`config.mk`:
```
export PLATFORM = sky130hd
export DESIGN_NAME = extreme_position_tracker_flat
export DESIGN_NICKNAME = d
export VERILOG_FILES = /design/src/rtl/extreme_position_tracker_pkg.sv /design/src/rtl/extreme_position_tracker_if.sv /design/src/rtl/extreme_position_tracker_extreme_track.sv /design/src/rtl/extreme_position_tracker.sv /design/src/flat_wrapper.sv
export SDC_FILE = /design/constraint.sdc
export NUM_CORES = 1
export LEC_CHECK = 0
export BUFFER_PORTS_ARGS = -buffer_cell sky130_fd_sc_hd__buf_2
export CORE_AREA = 2 2 126 128
export CTS_CLUSTER_DIAMETER = 150
export DETAILED_ROUTE_END_ITERATION = 8
export DIE_AREA = 0 0 128 130
export HOLD_SLACK_MARGIN = 0.15
export PLACE_DENSITY = 0.78
export SYNTH_ARGS = -nofsm -noshare
export SYNTH_HDL_FRONTEND = slang
export SYNTH_SLANG_ARGS = --single-unit
```
`constraint.sdc`:
```
create_clock -name alg_clk -period 3.6 [get_ports alg_clk]
set_input_delay 0.18 -clock alg_clk [delete_from_list [all_inputs] [get_ports alg_clk]]
set_output_delay 0.18 -clock alg_clk [all_outputs]
set_load 0.02 [all_outputs]
```
`src/rtl/extreme_position_tracker_pkg.sv`:
```
// Shared phase-processing definitions: period length, position width and
// extreme-tracker FSM encoding.
package extreme_position_tracker_pkg;

    localparam int unsigned PERIOD_LEN_DEFAULT = 3600;
    localparam int unsigned POS_W              = 12;

    typedef logic [POS_W-1:0] pos_t;

    localparam logic [1:0] ST_IDLE    = 2'd0;
    localparam logic [1:0] ST_SCAN    = 2'd1;
    localparam logic [1:0] ST_PUBLISH = 2'd2;

endpackage

```
`src/rtl/extreme_position_tracker_if.sv`:
```
// Sample stream in, published extreme positions and status pulses out.
interface extreme_position_tracker_if
    import extreme_position_tracker_pkg::*;
#(
    parameter int unsigned DATA_W = 16
) ();

    logic                     sample_valid;
    logic                     frame_sync;
    logic signed [DATA_W-1:0] average_1_data;
    logic signed [DATA_W-1:0] average_2_data;
    pos_t                     average_1_position_max;
    pos_t                     average_1_position_min;
    pos_t                     average_2_position_max;
    pos_t                     average_2_position_min;
    logic                     init_phase_found_posedge;
    logic                     period_abort;

    modport master (
        output sample_valid, frame_sync, average_1_data, average_2_data,
        input  average_1_position_max, average_1_position_min,
        input  average_2_position_max, average_2_position_min,
        input  init_phase_found_posedge, period_abort
    );

    modport slave (
        input  sample_valid, frame_sync, average_1_data, average_2_data,
        output average_1_position_max, average_1_position_min,
        output average_2_position_max, average_2_position_min,
        output init_phase_found_posedge, period_abort
    );

endinterface

```
`src/rtl/extreme_position_tracker_extreme_track.sv`:
```
// One channel: running signed max/min value and the position where each first occurred.
module extreme_track
    import extreme_position_tracker_pkg::*;
#(
    parameter int unsigned DATA_W = 16
) (
    input  logic                     alg_clk,
    input  logic                     alg_rst_n,
    input  logic                     i_load,
    input  logic                     i_update,
    input  logic signed [DATA_W-1:0] i_data,
    input  pos_t                     i_pos,
    output pos_t                     o_max_pos_d,
    output pos_t                     o_min_pos_d
);

    logic signed [DATA_W-1:0] r_max_val, r_min_val, w_max_val, w_min_val;
    pos_t                     r_max_pos, r_min_pos, w_max_pos, w_min_pos;

    // Strict compares so a tie keeps the earliest position.
    always_comb begin
        w_max_val = r_max_val;
        w_min_val = r_min_val;
        w_max_pos = r_max_pos;
        w_min_pos = r_min_pos;
        if (i_load) begin
            w_max_val = i_data;
            w_min_val = i_data;
            w_max_pos = '0;
            w_min_pos = '0;
        end else if (i_update) begin
            if (i_data > r_max_val) begin
                w_max_val = i_data;
                w_max_pos = i_pos;
            end
            if (i_data < r_min_val) begin
                w_min_val = i_data;
                w_min_pos = i_pos;
            end
        end
    end

    always_ff @(posedge alg_clk or negedge alg_rst_n) begin
        if (!alg_rst_n) begin
            r_max_val <= '0;
            r_min_val <= '0;
            r_max_pos <= '0;
            r_min_pos <= '0;
        end else begin
            r_max_val <= w_max_val;
            r_min_val <= w_min_val;
            r_max_pos <= w_max_pos;
            r_min_pos <= w_min_pos;
        end
    end

    // Next-state view lets the top publish a result that includes the final sample.
    assign o_max_pos_d = w_max_pos;
    assign o_min_pos_d = w_min_pos;

endmodule

```
`src/rtl/extreme_position_tracker.sv`:
```
// Finds the positions of max/min of two sample channels over one phase period
// and publishes them with a one-cycle pulse.
module extreme_position_tracker
    import extreme_position_tracker_pkg::*;
#(
    parameter int unsigned PERIOD_LEN = PERIOD_LEN_DEFAULT,
    parameter int unsigned DATA_W     = 16
) (
    input  logic                        alg_clk,
    input  logic                        alg_rst_n,
    extreme_position_tracker_if.slave   bus
);

    localparam pos_t LAST_POS = pos_t'(PERIOD_LEN - 1);

    logic [1:0] r_state, w_state;
    pos_t       r_cnt, w_cnt, w_pos;
    logic       w_sync, w_load, w_update, w_publish, w_abort;
    logic       r_found, r_abort;
    pos_t       w_max1_d, w_min1_d, w_max2_d, w_min2_d;
    pos_t       r_max1, r_min1, r_max2, r_min2;

    assign w_sync = bus.sample_valid && bus.frame_sync;

    always_comb begin
        w_state   = r_state;
        w_cnt     = r_cnt;
        w_pos     = r_cnt + 1'b1;
        w_load    = 1'b0;
        w_update  = 1'b0;
        w_publish = 1'b0;
        w_abort   = 1'b0;
        unique case (r_state)
            ST_IDLE: begin
                if (w_sync) begin
                    w_load = 1'b1;
                    w_cnt  = '0;
                    if (LAST_POS == '0) begin
                        w_publish = 1'b1;
                        w_state   = ST_PUBLISH;
                    end else begin
                        w_state = ST_SCAN;
                    end
                end
            end
            ST_SCAN: begin
                if (w_sync) begin
                    // Frame sync mid-period: drop the partial period and restart here.
                    w_abort = 1'b1;
                    w_load  = 1'b1;
                    w_cnt   = '0;
                end else if (bus.sample_valid) begin
                    w_update = 1'b1;
                    w_cnt    = w_pos;
                    if (w_pos == LAST_POS) begin
                        w_publish = 1'b1;
                        w_state   = ST_PUBLISH;
                    end
                end
            end
            ST_PUBLISH: begin
                w_state = ST_IDLE;
                w_cnt   = '0;
            end
            default: begin
                w_state = ST_IDLE;
                w_cnt   = '0;
            end
        endcase
    end

    extreme_track #(.DATA_W(DATA_W)) u_track_1 (
        .alg_clk     (alg_clk),
        .alg_rst_n   (alg_rst_n),
        .i_load      (w_load),
        .i_update    (w_update),
        .i_data      (bus.average_1_data),
        .i_pos       (w_pos),
        .o_max_pos_d (w_max1_d),
        .o_min_pos_d (w_min1_d)
    );

    extreme_track #(.DATA_W(DATA_W)) u_track_2 (
        .alg_clk     (alg_clk),
        .alg_rst_n   (alg_rst_n),
        .i_load      (w_load),
        .i_update    (w_update),
        .i_data      (bus.average_2_data),
        .i_pos       (w_pos),
        .o_max_pos_d (w_max2_d),
        .o_min_pos_d (w_min2_d)
    );

    always_ff @(posedge alg_clk or negedge alg_rst_n) begin
        if (!alg_rst_n) begin
            r_state <= ST_IDLE;
            r_cnt   <= '0;
            r_found <= 1'b0;
            r_abort <= 1'b0;
            r_max1  <= '0;
            r_min1  <= '0;
            r_max2  <= '0;
            r_min2  <= '0;
        end else begin
            r_state <= w_state;
            r_cnt   <= w_cnt;
            r_found <= w_publish;
            r_abort <= w_abort;
            if (w_publish) begin
                r_max1 <= w_max1_d;
                r_min1 <= w_min1_d;
                r_max2 <= w_max2_d;
                r_min2 <= w_min2_d;
            end
        end
    end

    assign bus.average_1_position_max   = r_max1;
    assign bus.average_1_position_min   = r_min1;
    assign bus.average_2_position_max   = r_max2;
    assign bus.average_2_position_min   = r_min2;
    assign bus.init_phase_found_posedge = r_found;
    assign bus.period_abort             = r_abort;

endmodule

```
`src/flat_wrapper.sv`:
```
// flat-port wrapper written by rule: the top's interface ports become plain ports
module extreme_position_tracker_flat import extreme_position_tracker_pkg::*;
#(
    parameter int unsigned PERIOD_LEN = PERIOD_LEN_DEFAULT,
    parameter int unsigned DATA_W     = 16
)
  (alg_clk, alg_rst_n, bus_sample_valid, bus_frame_sync, bus_average_1_data, bus_average_2_data, bus_average_1_position_max, bus_average_1_position_min, bus_average_2_position_max, bus_average_2_position_min, bus_init_phase_found_posedge, bus_period_abort);
  extreme_position_tracker_if #(.DATA_W(DATA_W)) bus_i ();
  input  logic alg_clk;
  input  logic alg_rst_n;
  input wire logic [$bits(bus_i.sample_valid)-1:0] bus_sample_valid;
  input wire logic [$bits(bus_i.frame_sync)-1:0] bus_frame_sync;
  input wire logic [$bits(bus_i.average_1_data)-1:0] bus_average_1_data;
  input wire logic [$bits(bus_i.average_2_data)-1:0] bus_average_2_data;
  output wire logic [$bits(bus_i.average_1_position_max)-1:0] bus_average_1_position_max;
  output wire logic [$bits(bus_i.average_1_position_min)-1:0] bus_average_1_position_min;
  output wire logic [$bits(bus_i.average_2_position_max)-1:0] bus_average_2_position_max;
  output wire logic [$bits(bus_i.average_2_position_min)-1:0] bus_average_2_position_min;
  output wire logic [$bits(bus_i.init_phase_found_posedge)-1:0] bus_init_phase_found_posedge;
  output wire logic [$bits(bus_i.period_abort)-1:0] bus_period_abort;
  assign bus_i.sample_valid = bus_sample_valid;
  assign bus_i.frame_sync = bus_frame_sync;
  assign bus_i.average_1_data = bus_average_1_data;
  assign bus_i.average_2_data = bus_average_2_data;
  assign bus_average_1_position_max = bus_i.average_1_position_max;
  assign bus_average_1_position_min = bus_i.average_1_position_min;
  assign bus_average_2_position_max = bus_i.average_2_position_max;
  assign bus_average_2_position_min = bus_i.average_2_position_min;
  assign bus_init_phase_found_posedge = bus_i.init_phase_found_posedge;
  assign bus_period_abort = bus_i.period_abort;
  extreme_position_tracker #(.PERIOD_LEN(PERIOD_LEN), .DATA_W(DATA_W)) u_core (.alg_clk(alg_clk), .alg_rst_n(alg_rst_n), .bus(bus_i));
endmodule
```
=== Yosys cells after proc, flatten, opt, wreduce, memory -nomap -nowiden ===
Cells that the tools add are included.

* Register bits after elaboration: 176
* Output and inout port bits: 50
* Logic and storage cells: 85

* $add $sub $neg: 1
* $lt $le $gt $ge: 4
* Eq/ne operators: 7
* Multiplexer cells: 43
* Reduce and logical (&&, ||, !) cells: 14

{| class="wikitable"
|+ Operator list
! kind !! number
|-
| $mux 16 || 12
|-
| $mux 12 || 15
|-
| $gt 16x16->1 || 2
|-
| $lt 16x16->1 || 2
|-
| $pmux 12 s2 || 1
|-
| $add 12x1->12 const B || 1
|-
| $eq 12x12->1 const B || 1
|-
| $mux 1 || 10
|-
| $reduce_and 2->1 || 5
|-
| $reduce_bool 2->1 || 5
|-
| $mux 2 || 4
|-
| $ne 2x1->1 const B || 2
|-
| $ne 2x2->1 const B || 2
|-
| $pmux 2 s2 || 1
|-
| $reduce_and 4->1 || 1
|-
| $ne 3x2->1 const B || 1
|-
| $eq 2x1->1 const B || 1
|-
| $logic_not 2->1 || 1
|-
| $reduce_or 2->1 || 1
|-
| $logic_and 1x1->1 || 1
|}

=== Longest topological paths before layout ===
Gate-level depths: netlist of the first run.

* Depth after elaboration: 6
* Depth in mapped cells: 13

=== Modules after synthesis ===
From an unflattened synthesis of the first run, not the netlist that was laid out.

* Cells, all modules: 764
* Area, all modules: 9273.9 µm²

{| class="wikitable"
|+ By module, submodules not included
! module !! instances !! cells an instance !! area an instance (µm²) !! seq. area each (µm²)
|-
| extreme_track || 2 || 278 || 3216.8 || 1401.3
|-
| extreme_position_tracker || 1 || 208 || 2840.2 || 1601.5
|}

=== Worst setup path before layout of the first run ===
No wires, ideal clock.

* Path type: reg-to-reg
* Start point: register u_core.u_track_1.r_max_val[13]
* End point: register u_core.u_track_1.r_max_val[10]
* Library setup time: 0.125 ns
* Data arrival time: 2.645 ns
* Data required time: 3.475 ns
* Slack: 0.830 ns
* Stages on the path, launching flop included: 11
* Path buffers: 1
* Clock period less this slack: 2.770 ns
* Path through: dfrtp_1 > inv_1 > ha_1 > a21oi_1 > o21ai_0 > or4_1 > o32ai_1 > a211oi_1 > nor2_1 > buf_2 > mux2_2

* Cells in the longest elaborated chain, start to end: 3

{| class="wikitable"
|+ RTL lines
! element !! line !! source
|-
| start: declaration || extreme_position_tracker_extreme_track.sv:17 || <nowiki>logic signed [DATA_W-1:0] r_max_val, r_min_val, w_max_val, w_min_val;</nowiki>
|-
| start signal: assignment || extreme_position_tracker_extreme_track.sv:50 || <nowiki>r_max_val <= w_max_val;</nowiki>
|-
| $gt 16x16->1 || extreme_position_tracker_extreme_track.sv:32 || <nowiki>if (i_data > r_max_val) begin</nowiki>
|-
| $reduce_bool 2->1 (no line) || n/a ||
|-
| $reduce_and 2->1 (no line) || n/a ||
|}

No other way between the ends.
A chain may end at the register's enable or synchronous reset.

=== Worst setup path in the final report of the first run ===
* Start point: input port bus_average_1_data[15]
* End point: register u_core.u_track_1.r_min_val[14]

* Cells in the longest elaborated chain, start to end: 3

{| class="wikitable"
|+ RTL lines
! element !! line !! source
|-
| start: declaration || flat_wrapper.sv:13 || <nowiki>input wire logic [$bits(bus_i.average_1_data)-1:0] bus_average_1_data;</nowiki>
|-
| $lt 16x16->1 || extreme_position_tracker_extreme_track.sv:36 || <nowiki>if (i_data < r_min_val) begin</nowiki>
|-
| $reduce_bool 2->1 (no line) || n/a ||
|-
| $reduce_and 2->1 (no line) || n/a ||
|-
| end signal: assignment || extreme_position_tracker_extreme_track.sv:51 || <nowiki>r_min_val <= w_min_val;</nowiki>
|-
| end: declaration || extreme_position_tracker_extreme_track.sv:17 ||
|}

No other way between the ends.

==> flow_summary.json, run 1 <==
{
  "hold_class": "in2async",
  "cts_max_level": 4,
  "p_comb_share_pct": 22.2,
  "critPathSlowestCell": "dlygate4sd3_1",
  "area_delta_synth_final_pct": 17.6,
  "instances_no_fill": 1166,
  "max_slew_margin_pct": 38.7,
  "ys_ff_latch": 176,
  "grt_pass1_wl_um": 32200,
  "syn_avg_cell_area_um2": 10.3,
  "cp_slowest_stage_delay_ns": 0.54,
  "synth_nets": 948,
  "hold_violations": 0,
  "power_frac_clock_pct": 33.8,
  "boundaryPins": 86,
  "postCtsSetupBuffers": 0,
  "setup_viol": 0,
  "place_ws_ns": 0.502,
  "ys_warn_count": 0,
  "cts_tree": "yes",
  "post-route-min-period_ns": 3.27,
  "switching_share_pct": 29.1,
  "tns_ns": 0,
  "fin_area_um2": 10300,
  "die_x_um": 128,
  "synth_seq_area_share_pct": 50.5,
  "path_clk_slew_ns": 0.07,
  "clock_sinks": 176,
  "crit_required_ns": 3.94,
  "crit_fanout": 29,
  "power_density_nw_per_um2": 519,
  "gp_congestion": 0.880,
  "seq_power_share_pct": 44.0,
  "wl_per_cell_um": 16.5,
  "grt_pass1_vias": 6443,
  "criticalPathCategory": "in2reg",
  "ir_drop_uv": 324,
  "dr_total_vias": 6632,
  "placed_area_um2": 9330,
  "fillerInstances": 1223,
  "core-area_um2": 15400,
  "dpl.hpwl_um": 13000,
  "place_inst": 1098,
  "start_util_pct": 56.6,
  "clock_latency_ns": 0.43,
  "drive_gt1_share_pct": 18.6,
  "vias_per_cell": 5.69,
  "fp-row-count": 46,
  "netlist_area_um2": 8730,
  "outcome": "finished, final reports clean",
  "crit_path_start_kind": "input port",
  "diodes": 0,
  "grt_max_degree": 98,
  "drt_iter0_markers": 451,
  "report.final.slew_viol_count": 0,
  "clockBufferDepth": 2,
  "leakage_nw": 4.99,
  "synth_cell_types": 56,
  "path_cells": "dlygate4sd3_1 > buf_2 > ha_1 > nand4_1 > or2_2 > a2111oi_0 > or4_1 > mux2_4 > or2_1 > buf_4 > o21ai_0",
  "antenna_found_initial": 0,
  "synthCells": 848,
  "port_buffers": 85,
  "tightest_slew_ns": 0.920,
  "synth_edf_count": 0,
  "mostFrequentLayoutCells": "176 x dfrtp_1, 105 x nor2_1, 84 x buf_2",
  "drc": 0,
  "fin_ws_ns": 0.332,
  "final_common_cell": "dfrtp_1",
  "chipHeight_um": 130,
  "synthFlopType": "dfrtp_1",
  "overflow": 0,
  "fin_nets": 1061,
  "postLayoutCoreUtil_pct": 66.5,
  "first_pass_iters": 5,
  "rsz0062_at_grt": "no",
  "arrival_ns": 3.61,
  "end_kind": "register",
  "die_area_um2": 16600,
  "cap_viol_max_count": 0,
  "intPower_mw": 3.78,
  "max_freq_mhz": 306,
  "power_switching_mw": 1.55,
  "cts-root-buf": "clkbuf_16",
  "reg2reg_depth": 10,
  "grt_use_total_pct": 24.7,
  "antenna_left": 0,
  "numCtsBuffers": 17,
  "async_reset_ff_share_pct": 100,
  "fin_crit_sh_pct": 90.8,
  "drt-total-wl_um": 19200,
  "finClkSkew_ns": 0.0106
}
==> registers in the layout, summed over array words and instances (netlist names) <==
register                             count
u_core.bus.average_1_position_max       12
u_core.bus.average_1_position_min       12
u_core.bus.average_2_position_max       12
u_core.bus.average_2_position_min       12
u_core.bus.init_phase_found_posedge      1
u_core.bus.period_abort                  1
u_core.r_cnt                            12
u_core.r_state                           2
u_core.u_track_1.r_max_pos              12
u_core.u_track_1.r_max_val              16
u_core.u_track_1.r_min_pos              12
u_core.u_track_1.r_min_val              16
u_core.u_track_2.r_max_pos              12
u_core.u_track_2.r_max_val              16
u_core.u_track_2.r_min_pos              12
u_core.u_track_2.r_min_val              16
==> through the flow <==
step / hold slack [ns] / power [mW]
final: 0.379 / 5.33
after global routing: 0.498 / 5.63
after CTS: 0.452 / 5.36
after detailed placement: 0.344 / 3.52
after global placement: 0.342 / 3.45
after floorplan: -0.116 / 3.18
==> power groups by stage <==
stage / combinational [mW] / clock, mW / sequential [mW]
2_1_floorplan: 0.829 / 0 / 2.35
3_3_place_gp: 1.09 / 0 / 2.37
3_5_place_dp: 1.14 / 0 / 2.38
4_1_cts: 1.19 / 1.82 / 2.35
5_1_grt: 1.35 / 1.91 / 2.37
6_report: 1.18 / 1.80 / 2.35
==> critical path: cells and delay by family <==
family,cells,cell delay [ns]
adders and majority gates,1,0.35
and+or+nand+nor,4,1.18
muxes,1,0.48
buffers and inverters,3,0.91
AOI/OAI and AO/OA,2,0.51
==> cell usage after synthesis, drive strengths merged (10+ instances only) <==
library cell	n	area share (%)
a211oi	18	1.5
a21oi	60	3.4
buf	17	1.5
clkbuf	28	1.2
dfrtp	176	50
ha	64	9.2
inv	75	3.2
mux2	39	5.1
mux2i	26	3.0
nand2	28	1.2
nand2b	10	0.80
nand3	11	0.63
nand4	17	1.2
nor2	105	4.5
o21ai	79	4.5
xnor2	10	1.0
==> path summary, 6_finish.rpt <==
check | startpoint | to | slack [ns]
min in group alg_clk | u_core.bus.average_2_position_max[6] | u_core.bus.average_2_position_max[6] | 0.48
worst max register to register | u_core.u_track_1.r_min_val[15] | u_core.u_track_1.r_min_val[14] | 0.42
worst max-delay path | bus_average_1_data[15] | u_core.u_track_1.r_min_val[14] | 0.33
max in group asynchronous | alg_rst_n | u_core.u_track_2.r_max_val[5] | 2.28
worst min register to register | u_core.bus.average_2_position_max[6] | u_core.bus.average_2_position_max[6] | 0.48
worst min-delay path | alg_rst_n | u_core.u_track_2.r_min_val[6] | 0.38
==> logic make-up after synthesis <==
family	count (synthesis)	synth area share, %
AND/OR/NAND/NOR	208	11.2
AO/OA/AOI/OAI	202	13.8
flip-flops	176	50.5
buffers and inverters	120	5.91
multiplexers	65	8.10
adder cells (fa/ha/maj)	64	9.18
XOR/XNOR	13	1.30
==> final cells by class <==
type,instances,area (um^2),area share (%)
Sequential cell,176,4400,42.9
Multi-Input combinational cell,552,3820,37.3
Timing Repair Buffer,139,940,9.16
Clock buffer,21,440,4.29
Inverter,75,282,2.74
Tap cell,192,240,2.34
Clock inverter,11,130,1.27
==> metal layers <==
metal  share of wire, %  vias to the layer above  routed length [um]  global-route usage, %
met2                 48                      161                9210                   40.0
met4                2.0                        0                 388                   8.79
li1                   -                     3181                   -                      -
met1                 46                     3255                8870                   33.7
met3                4.1                       35                 786                   4.76
met5                  0                        -                   0                      0
==> repair_timing <==
action | CTS | global route
hold endpoints to repair | 159 | 0
hold buffers | 36 | 0
resized for setup | 0 | 0
Power figures use the tool's default switching activity.
==> run 2, diff against run 1 <==
--- a/config.mk
+++ b/config.mk
@@ -6,12 +6,13 @@
 export NUM_CORES = 1
 export LEC_CHECK = 0
 export BUFFER_PORTS_ARGS = -buffer_cell sky130_fd_sc_hd__buf_2
-export CORE_AREA = 2 2 126 128
+export CORE_AREA = 2 2 130 132
 export CTS_CLUSTER_DIAMETER = 150
 export DETAILED_ROUTE_END_ITERATION = 8
-export DIE_AREA = 0 0 128 130
+export DIE_AREA = 0 0 132 134
 export HOLD_SLACK_MARGIN = 0.15
-export PLACE_DENSITY = 0.78
+export PLACE_DENSITY = 0.77
 export SYNTH_ARGS = -nofsm -noshare
 export SYNTH_HDL_FRONTEND = slang
+export SYNTH_HIERARCHICAL = 1
 export SYNTH_SLANG_ARGS = --single-unit
==> run 2 against run 1 <==
Net effect: sequential power rose by 5%; cell area is 5.9% higher; die area up 6.3%; power increased by 12%; sequential cell count did not move; via count shrank 10%; critical path depth is the same; hold slack improved by 0.0093 ns; register-to-register slack improved by 0.41 ns; clock skew decreased by 0.00082 ns; critical path type unchanged.
==> flow_summary.json, run 2 <==
{
  "ir_drop_uv": 369,
  "post-route-min-period_ns": 2.85,
  "synthFlopType": "dfrtp_1",
  "place_ws_ns": 0.901,
  "grt_max_degree": 89,
  "leakage_nw": 5.55,
  "async_reset_ff_share_pct": 100,
  "arrival_ns": 3.22,
  "vias_per_cell": 5.30,
  "dpl.hpwl_um": 12100,
  "rsz0062_at_grt": "no",
  "crit_path_start_kind": "input port",
  "ys_warn_count": 6,
  "grt_use_total_pct": 22.1,
  "synth.most_common_cell": "dfrtp_1",
  "hold_violations": 0,
  "tns_ns": 0,
  "power_density_nw_per_um2": 548,
  "fp-row-count": 47,
  "crit_fanout": 12,
  "tightest_slew_ns": 0.843,
  "ctsResizeCount": 0,
  "drt_iter0_markers": 331,
  "wl_per_cell_um": 16.3,
  "hold_class": "in2async",
  "area_delta_synth_final_pct": 17.2,
  "core-area_um2": 16300,
  "die_area_um2": 17700,
  "chipHeight_um": 134,
  "place_inst": 1057,
  "mostFrequentLayoutCells": "176 x dfrtp_1, 84 x buf_2, 76 x nand2b_1",
  "synth_cell_types": 54,
  "grt_pass1_wl_um": 31100,
  "setup_viol": 0,
  "fin_crit_sh_pct": 79.2,
  "max_freq_mhz": 351,
  "synth_nets": 864,
  "postLayoutCoreUtil_pct": 66.7,
  "grt_pass1_vias": 6247,
  "drc": 0,
  "drt-total-wl_um": 18300,
  "port_buffers": 85,
  "boundaryPins": 86,
  "finalPower_mw": 5.95,
  "ys_ff_latch": 176,
  "path_clk_slew_ns": 0.07,
  "dr_total_vias": 5965,
  "yosys.area.top_type": "dfrtp_1",
  "synthCells": 764,
  "final_common_cell": "dfrtp_1",
  "fin_nets": 992,
  "antenna_found_initial": 0,
  "drive_gt1_share_pct": 28.7,
  "outcome": "finished, final reports clean",
  "criticalPathCategory": "in2reg",
  "report.final.slew_viol_count": 0,
  "instances_no_fill": 1125,
  "netlist_area_um2": 9270,
  "cts-root-buf": "clkbuf_16",
  "cap_viol_max_count": 0,
  "fillerInstances": 1224,
  "crit_required_ns": 3.97,
  "max_slew_margin_pct": 43.7,
  "cts_tree": "yes",
  "end_kind": "register",
  "start_util_pct": 56.9,
  "first_pass_iters": 4,
  "numCtsBuffers": 17,
  "die_x_um": 132,
  "synth_top_area_share_pct": 47.5,
  "antenna_left": 0,
  "syn_avg_cell_area_um2": 12.1,
  "synthTopCellsByCount": "176 x dfrtp_1, 76 x nand2b_1, 72 x mux2_2",
  "synth_edf_count": 0,
  "gp_congestion": 0.859,
  "diodes": 0,
  "fin_ws_ns": 0.748,
  "synth_area_leaders": "dfrtp_1 47%, mux2_2 8.7%, ha_1 8.6%",
  "synth_seq_area_share_pct": 47.5,
  "clockBufferDepth": 2,
  "postCtsSetupBuffers": 0,
  "overflow": 0,
  "finClkSkew_ns": 0.00975,
  "clock_latency_ns": 0.43,
  "cts_max_level": 4,
  "cts_hold_buf": 36,
  "clock_sinks": 176
}
## run 2: cell types whose count changed after synthesis, moves of 18 or more
cell	before	now
a21oi_1	60	20
o21ai_0	68	8
mux2_2	37	72
mux2i_1	26	51
mux2_4	2	40
nand2b_1	9	76
nor2_1	105	17
a211oi_1	18	0
## run 2: worst paths after layout
path	start	end	slack, ns	depth (start not counted)
max reg2reg	u_core/u_track_1/r_max_val[15]	u_core/bus.average_1_position_max[9]	0.83	10
max in group asynchronous	alg_rst_n	u_core/bus.average_1_position_min[3]	2.42	3
min reg2reg	u_core/bus.average_1_position_max[5]	u_core/bus.average_1_position_max[5]	0.50	1
min in group alg_clk	u_core/bus.average_1_position_max[5]	u_core/bus.average_1_position_max[5]	0.50	1
max	bus_average_1_data[15]	u_core/bus.average_1_position_max[9]	0.75	11
min	alg_rst_n	u_core/u_track_1/r_max_val[6]	0.39	2
## run 2: power by group
part | switching [mW] | internal (mW)
registers | 0.163 | 2.30
clock network | 0.806 | 1.01
logic | 0.816 | 0.858
## run 2: worst max-delay path, stage by stage
cell	delay, ns
dlygate4sd3_1	0.54
buf_2	0.15
ha_1	0.34
nand4_2	0.18
or3_1	0.40
a21o_1	0.18
a31oi_1	0.35
or2_1	0.16
buf_4	0.24
mux2i_1	0.29
mux2_2	0.18
## run 2: layout make-up
class | count | area [um^2] | area share (%)
inverters | 71 | 267 | 2.45
well taps | 220 | 275 | 2.53
clock buffers | 20 | 457 | 4.20
multi-input cells | 490 | 4420 | 40.7
repair buffers | 136 | 917 | 8.44
flip-flops and latches | 176 | 4400 | 40.5
clock inverters | 12 | 124 | 1.14
## run 2: stage by stage
stage	instance area, um^2	hold WS (ns)
2_1_floorplan	9270	-0.116
3_3_place_gp	9930	0.315
3_5_place_dp	9930	0.316
4_1_cts	10900	0.421
5_1_grt	10900	0.461
6_report	10900	0.388
## run 2: logic make-up (layout without fill, tap and decap cells)
logic type	count (synthesis)	after routing	synth area share [%]
muxes	165	165	21.0
buffers and inverters	98	239	4.98
xor gates and xnor gates	9	9	0.850
and+or+nand+nor	178	178	11.6
DFF	176	176	47.5
adders and majority gates	64	64	8.63
AOI/OAI and AO/OA	74	74	5.45
## run 2: per-layer routing
layer	up-vias	global-route usage (%)	share of wire [%]
met5	-	0	0
met4	0	5.92	1.2
met3	15	5.37	3.1
met2	88	37.7	50
met1	2957	28.5	46
li1	2905	-	-
